## config.mk

```make
export PLATFORM = sky130hd
export DESIGN_NAME = sram_slot_sched_flat
export DESIGN_NICKNAME = d
export VERILOG_FILES = /design/src/rtl/sram_slot_sched_if.sv /design/src/rtl/sram_slot_sched.sv /design/src/flat_wrapper.sv
export SDC_FILE = /design/constraint.sdc
export NUM_CORES = 1
export LEC_CHECK = 0
export ABC_AREA = 1
export BUFFER_PORTS_ARGS = -buffer_cell sky130_fd_sc_hd__buf_2
export CORE_UTILIZATION = 46
export CTS_BUF_LIST = sky130_fd_sc_hd__clkbuf_8
export DETAILED_ROUTE_END_ITERATION = 12
export PLACE_DENSITY = 0.77
export SETUP_SLACK_MARGIN = 0.02
export SKIP_LAST_GASP = 1
export SLEW_MARGIN = 10
export SYNTH_ARGS = -nofsm -noshare
export SYNTH_HDL_FRONTEND = slang
export SYNTH_SLANG_ARGS = --single-unit
```

## constraint.sdc

```tcl
create_clock -name CLKx4 -period 1.4 [get_ports CLKx4]
set_input_delay 0.28 -clock CLKx4 [delete_from_list [all_inputs] [get_ports CLKx4]]
set_output_delay 0.28 -clock CLKx4 [all_outputs]
set_load 0.01 [all_outputs]
```

## src/rtl/sram_slot_sched_if.sv

```systemverilog
// Bus-side signals of the shared-SRAM slot scheduler.
// The master side drives requests and SRAM read data; the slave side is the scheduler.
interface sram_slot_sched_if;
   logic        snoop;
   logic        aux_req;
   logic        aux_we;
   logic [18:0] aux_addr;
   logic [7:0]  aux_wdata;
   logic [7:0]  sram_rd;
   logic        aux_ack;
   logic [7:0]  aux_rdata;
   logic        aux_sel;
   logic        aux_oe;
   logic        aux_nwe;
   logic        nAE;
   logic        nBE;
   logic [1:0]  phase;
   logic        lock;
   logic        aux_starved;
   logic        sync_err;

   modport master (
      output snoop, aux_req, aux_we, aux_addr, aux_wdata, sram_rd,
      input  aux_ack, aux_rdata, aux_sel, aux_oe, aux_nwe, nAE, nBE,
             phase, lock, aux_starved, sync_err
   );

   modport slave (
      input  snoop, aux_req, aux_we, aux_addr, aux_wdata, sram_rd,
      output aux_ack, aux_rdata, aux_sel, aux_oe, aux_nwe, nAE, nBE,
             phase, lock, aux_starved, sync_err
   );
endinterface

```

## src/rtl/sram_slot_sched.sv

```systemverilog
// Time-division scheduler for the shared SRAM: 4-phase slot counter locked to the
// Gigatron CLK, /AE and /BE strobes, and aux requester access in the free half-cycle.
module sram_slot_sched #(
   parameter int unsigned LOCK_COUNT   = 4,
   parameter int unsigned STARVE_W     = 8,
   parameter int unsigned STARVE_LIMIT = 200
) (
   input logic              CLKx4,
   input logic              nRESET,
   input logic              CLK,
   sram_slot_sched_if.slave bus
);

   localparam int unsigned LCW = $clog2(LOCK_COUNT + 1);

   typedef enum logic [1:0] {S_IDLE, S_ADDR, S_STRB, S_DONE} state_e;

   logic                clk_meta_q, clk_sync_q, clk_prev_q;
   logic                clk_rise, wrap, grant;
   logic [1:0]          phase_q, phase_d;
   logic                nae_q, nae_d, nbe_q, nbe_d;
   logic [LCW-1:0]      lock_cnt_q, lock_cnt_d;
   logic                lock_q, lock_d;
   logic                sync_err_q, sync_err_d;
   logic [STARVE_W-1:0] starve_q, starve_d;
   logic                starved_q, starved_d;
   state_e              state_q, state_d;
   logic                sel_q, sel_d, oe_q, oe_d, nwe_q, nwe_d, ack_q, ack_d;
   logic                we_q, we_d;
   logic [7:0]          rdata_q, rdata_d;

   assign clk_rise = clk_sync_q & ~clk_prev_q;
   assign wrap     = (phase_q == 2'd3);
   assign grant    = wrap & lock_q & bus.aux_req & ~bus.snoop & (state_q == S_IDLE);

   // Phase counter and CLK lock. A phase-3 slot without a CLK edge (stopped or
   // stretched CLK) breaks the run of aligned edges, so lock falls as well.
   always_comb begin
      phase_d    = phase_q + 2'd1;
      lock_cnt_d = lock_cnt_q;
      sync_err_d = sync_err_q;
      if (clk_rise && !wrap) begin
         phase_d    = '0;
         lock_cnt_d = '0;
         if (lock_q) sync_err_d = 1'b1;
      end else if (wrap) begin
         if (!clk_rise)                          lock_cnt_d = '0;
         else if (lock_cnt_q != LCW'(LOCK_COUNT)) lock_cnt_d = lock_cnt_q + LCW'(1);
      end
      lock_d = (lock_cnt_d == LCW'(LOCK_COUNT));
      nae_d  = ~phase_d[1];
      nbe_d  = ~(phase_d[1] ^ phase_d[0]);
   end

   always_comb begin
      starve_d = starve_q;
      if (!bus.aux_req || grant)      starve_d = '0;
      else if (wrap && starve_q != '1) starve_d = starve_q + STARVE_W'(1);
      starved_d = starved_q | (starve_d > STARVE_W'(STARVE_LIMIT));
   end

   // Strobe outputs are registered one edge ahead of the slot they belong to,
   // so ack and the sel/oe release land together on entry to DONE (phase 2).
   always_comb begin
      state_d = state_q;
      sel_d   = sel_q;
      oe_d    = oe_q;
      nwe_d   = nwe_q;
      ack_d   = 1'b0;
      we_d    = we_q;
      rdata_d = rdata_q;
      if (state_q != S_IDLE && !lock_q) begin
         state_d = S_IDLE;
         sel_d   = 1'b0;
         oe_d    = 1'b0;
         nwe_d   = 1'b1;
      end else begin
         case (state_q)
            S_IDLE: if (grant) begin
               state_d = S_ADDR;
               sel_d   = 1'b1;
               oe_d    = bus.aux_we;
               we_d    = bus.aux_we;
            end
            S_ADDR: begin
               state_d = S_STRB;
               if (we_q) nwe_d = 1'b0;
            end
            S_STRB: begin
               state_d = S_DONE;
               nwe_d   = 1'b1;
               ack_d   = 1'b1;
               sel_d   = 1'b0;
               oe_d    = 1'b0;
               if (!we_q) rdata_d = bus.sram_rd;
            end
            default: state_d = S_IDLE;
         endcase
      end
   end

   always_ff @(posedge CLKx4 or negedge nRESET) begin
      if (!nRESET) begin
         clk_meta_q <= 1'b0;
         clk_sync_q <= 1'b0;
         clk_prev_q <= 1'b0;
         phase_q    <= '0;
         nae_q      <= 1'b1;
         nbe_q      <= 1'b1;
         lock_cnt_q <= '0;
         lock_q     <= 1'b0;
         sync_err_q <= 1'b0;
         starve_q   <= '0;
         starved_q  <= 1'b0;
         state_q    <= S_IDLE;
         sel_q      <= 1'b0;
         oe_q       <= 1'b0;
         nwe_q      <= 1'b1;
         ack_q      <= 1'b0;
         we_q       <= 1'b0;
         rdata_q    <= '0;
      end else begin
         clk_meta_q <= CLK;
         clk_sync_q <= clk_meta_q;
         clk_prev_q <= clk_sync_q;
         phase_q    <= phase_d;
         nae_q      <= nae_d;
         nbe_q      <= nbe_d;
         lock_cnt_q <= lock_cnt_d;
         lock_q     <= lock_d;
         sync_err_q <= sync_err_d;
         starve_q   <= starve_d;
         starved_q  <= starved_d;
         state_q    <= state_d;
         sel_q      <= sel_d;
         oe_q       <= oe_d;
         nwe_q      <= nwe_d;
         ack_q      <= ack_d;
         we_q       <= we_d;
         rdata_q    <= rdata_d;
      end
   end

   assign bus.phase       = phase_q;
   assign bus.nAE         = nae_q;
   assign bus.nBE         = nbe_q;
   assign bus.lock        = lock_q;
   assign bus.sync_err    = sync_err_q;
   assign bus.aux_starved = starved_q;
   assign bus.aux_sel     = sel_q;
   assign bus.aux_oe      = oe_q;
   assign bus.aux_nwe     = nwe_q;
   assign bus.aux_ack     = ack_q;
   assign bus.aux_rdata   = rdata_q;

endmodule

```

## src/flat_wrapper.sv

```systemverilog
// flat-port wrapper written by rule: the top's interface ports become plain ports
module sram_slot_sched_flat 
#(
   parameter int unsigned LOCK_COUNT   = 4,
   parameter int unsigned STARVE_W     = 8,
   parameter int unsigned STARVE_LIMIT = 200
)
  (CLKx4, nRESET, CLK, bus_snoop, bus_aux_req, bus_aux_we, bus_aux_addr, bus_aux_wdata, bus_sram_rd, bus_aux_ack, bus_aux_rdata, bus_aux_sel, bus_aux_oe, bus_aux_nwe, bus_nAE, bus_nBE, bus_phase, bus_lock, bus_aux_starved, bus_sync_err);
  sram_slot_sched_if bus_i ();
  input logic CLKx4;
  input logic nRESET;
  input logic CLK;
  input wire logic [$bits(bus_i.snoop)-1:0] bus_snoop;
  input wire logic [$bits(bus_i.aux_req)-1:0] bus_aux_req;
  input wire logic [$bits(bus_i.aux_we)-1:0] bus_aux_we;
  input wire logic [$bits(bus_i.aux_addr)-1:0] bus_aux_addr;
  input wire logic [$bits(bus_i.aux_wdata)-1:0] bus_aux_wdata;
  input wire logic [$bits(bus_i.sram_rd)-1:0] bus_sram_rd;
  output wire logic [$bits(bus_i.aux_ack)-1:0] bus_aux_ack;
  output wire logic [$bits(bus_i.aux_rdata)-1:0] bus_aux_rdata;
  output wire logic [$bits(bus_i.aux_sel)-1:0] bus_aux_sel;
  output wire logic [$bits(bus_i.aux_oe)-1:0] bus_aux_oe;
  output wire logic [$bits(bus_i.aux_nwe)-1:0] bus_aux_nwe;
  output wire logic [$bits(bus_i.nAE)-1:0] bus_nAE;
  output wire logic [$bits(bus_i.nBE)-1:0] bus_nBE;
  output wire logic [$bits(bus_i.phase)-1:0] bus_phase;
  output wire logic [$bits(bus_i.lock)-1:0] bus_lock;
  output wire logic [$bits(bus_i.aux_starved)-1:0] bus_aux_starved;
  output wire logic [$bits(bus_i.sync_err)-1:0] bus_sync_err;
  assign bus_i.snoop = bus_snoop;
  assign bus_i.aux_req = bus_aux_req;
  assign bus_i.aux_we = bus_aux_we;
  assign bus_i.aux_addr = bus_aux_addr;
  assign bus_i.aux_wdata = bus_aux_wdata;
  assign bus_i.sram_rd = bus_sram_rd;
  assign bus_aux_ack = bus_i.aux_ack;
  assign bus_aux_rdata = bus_i.aux_rdata;
  assign bus_aux_sel = bus_i.aux_sel;
  assign bus_aux_oe = bus_i.aux_oe;
  assign bus_aux_nwe = bus_i.aux_nwe;
  assign bus_nAE = bus_i.nAE;
  assign bus_nBE = bus_i.nBE;
  assign bus_phase = bus_i.phase;
  assign bus_lock = bus_i.lock;
  assign bus_aux_starved = bus_i.aux_starved;
  assign bus_sync_err = bus_i.sync_err;
  sram_slot_sched #(.LOCK_COUNT(LOCK_COUNT), .STARVE_W(STARVE_W), .STARVE_LIMIT(STARVE_LIMIT)) u_core (.CLKx4(CLKx4), .nRESET(nRESET), .CLK(CLK), .bus(bus_i));
endmodule
```

==> metrics.txt <==
outcome=finished with violations; failing checks=negative setup slack; Worst Hold Slack=0.0960 ns; clock skew=0.00449 ns; worst path cell trace=inv_2, ha_4, buf_6, nor2_4, nor2_4, nand2_4, mux2_4; total track usage=20.1%; minimum clock period=1.52 ns; core area=0.00347 mm2; CP delay by family, top=flip-flops; Area Overhead vs Synth=51.0%; Die Y=63.4 um; FP Rows=21; r2r startpoint=u_core.state_q[0]; wire per inst=13.8 um; clock-pin slew on the worst setup and hold paths=0.07 ns; Max Buffers Root-to-Sink=2; Buffers on Ports=32; Remaining Overflow, GRT=0; Slew Limit Fails=0; DRT Wirelength=4.29 mm; P_leak=1.40 nW; Final period util=109%; # DRC=0; FF-to-FF setup slack=-0.12 ns; RSZ-0062 raised after global routing=true; CP Max Fanout=8; final setup fails=14; first-pass GRT wire length=6.07 mm; Final Hold Fails=0; initial antenna violation count=0; fin cells=311; Top Ports=60; Clock Latency Late Sink=0.29 ns; post-route antenna net violation count=0; number of global-route vias before repair=1396; largest net degree at the start of global routing=37; synth unique cells=28; hold_sp=CLK; Peak VDD IR=1360 uV; Slew HR=85.3%; root buf cell=clkbuf_8; setup slack after layout=-0.124 ns; most common cell after layout, fill and taps aside=dfrtp_1; drt initial violations=50; Arr. time, crit path=1.70 ns; Detailed Routing Iterations Pass 1=4; critical path buffer and inverter count=2; dpl cells=294; Post-Syn Area=0.00174 mm2; critical path capture point type=register; number of synthesized register bits=36; H-tree depth=2; GP Congestion=0.857; post-DP HPWL=2.56 mm; most numerous cell on the critical path=nor2_4; FF-to-FF path depth=7; CP peak stage delay=0.39 ns; Nets=312; Overall Power=4.61 mW; Max-Cap Viols=0; Starting Density=50.0%; synth warn=0; most frequent cells in the layout=dfrtp_1, inv_1, buf_2; chip width=63.4 um; Via Count=1507; layout cells sized above 1=51.3%; WS Path Type=reg2reg; Net Count, Synth=238; hold endpoint=u_core.clk_meta_q; fmax=656 MHz; hold path cells=1; slowest CP cell=dfrtp_1; WP data required=1.57 ns; Power per Cell Area=1760 mW/mm2; pre-CTS setup slack=-0.181 ns; DR vias/cell=4.85; Slew @ Worst Pin=0.220 ns; total negative slack=-1.34 ns; HP Class=in2reg; register area share after synthesis=52.1%; Post-Synthesis Cells=190; # clock sinks=36; CTS tree=yes; CTS Buf Count=5; reg-to-reg endpoint=u_core.bus.aux_rdata[0]; CP Launch Type=register; # diodes=0; Syn Area/Cell=9.13 um2; Die Area=0.00402 mm2
## cell families (layout without fill, tap and decap cells)
family                   count (synthesis)  after routing  share of synthesized area [%]
buffers and inverters                   43            118                           9.59
XOR/XNOR                                 3              3                           1.51
multiplexers                             8              8                           5.19
AO/OA/AOI/OAI                           17             17                           6.06
flip-flops                              36             36                           52.1
AND/OR/NAND/NOR                         76             76                           20.5
adder cells (fa/ha/maj)                  7              7                           5.05
## synthesized netlist by cell type
cell	number	area share (%)
a21oi_2	1	0.50
buf_2	1	0.29
dfstp_2	3	4.5
or2_2	1	0.36
nor2_2	1	0.36
nand2_4	2	1.3
a31oi_1	1	0.36
mux2_2	8	5.2
o21ai_0	3	0.86
dfrtp_1	33	48
nand3_1	16	4.6
o22ai_1	1	0.36
nand2_2	4	1.4
buf_4	1	0.43
xor2_1	3	1.5
nor3_1	2	0.58
nand2_1	32	6.9
inv_2	1	0.22
o211ai_1	1	0.43
nor2_4	1	0.65
nor2_1	13	2.8
nand4_1	4	1.4
inv_1	40	8.7
a21oi_1	6	1.7
a22oi_1	2	0.86
ha_1	7	5.0
a21boi_0	1	0.43
a31o_2	1	0.50
## final cells by class
cell class,instances,area (um2)
inverter,41,164
fill,250,848
timing repair buffer,69,475
clock inverter,1,30.0
multi-input combinational,111,892
tap,46,57.6
sequential,36,905
clock buffer,7,96.3
## worst register-to-register path, stage by stage, from the launching register on
cell and delay [ns]:
dfrtp_1 0.39, inv_2 0.11, ha_4 0.16, buf_6 0.10, nor2_4 0.04, nor2_4 0.15, nand2_4 0.13, mux2_4 0.33
## metrics by stage
stage / instance area [um2] / util [%]
CTS: 2420 / 69.7
finish: 2620 / 75.5
floorplan: 1760 / -
global placement: 2190 / 63.0
global route: 2620 / 75.5
detailed placement: 2190 / 63.0
## sequential cells by signal (all words and copies together) (netlist names), 2 cells and up
register / flops
u_core.bus.aux_rdata: 8
u_core.starve_q: 8
u_core.lock_cnt_q: 3
u_core.bus.phase: 2
u_core.state_q: 2
## how the worst max path moves through the flow
stage          slack (ns)                 from  cells after the start                       to
3_3_place_gp        -0.16    u_core.state_q[0]                     13   u_core.bus.aux_starved
2_1_floorplan       -0.05  u_core.bus.phase[1]                     13   u_core.bus.aux_starved
6_report            -0.12    u_core.state_q[0]                      7  u_core.bus.aux_rdata[0]
3_5_place_dp        -0.18    u_core.state_q[0]                     13   u_core.bus.aux_starved
4_1_cts             -0.09   u_core.starve_q[1]                     13   u_core.bus.aux_starved
5_1_grt             -0.21   u_core.starve_q[0]                     12   u_core.bus.aux_starved
## per-layer routing
metal  part of all wire, %  GRT usage [%]  routed length (um)
met3                   3.1           5.80                 131
met4                   2.3           9.38                  98
met1                    40           22.7                1710
met2                    55           34.6                2350
met5                     0              0                   0
## timing repair
item	in CTS	in global routing
pin swaps	10	20
hold buffers	1	0
gates resized for setup	25	44
endpoints found under the setup margin	21	23
buffers inserted	2	6
endpoints found under the hold margin	33	0
## report_power, final
| group | internal, mW | total [mW] | switching, mW |
|---|---|---|---|
| Clock | 0.628 | 0.990 | 0.362 |
| Sequential | 1.36 | 1.52 | 0.165 |
| Combinational | 1.06 | 2.10 | 1.04 |
Power figures use the tool's default switching activity.
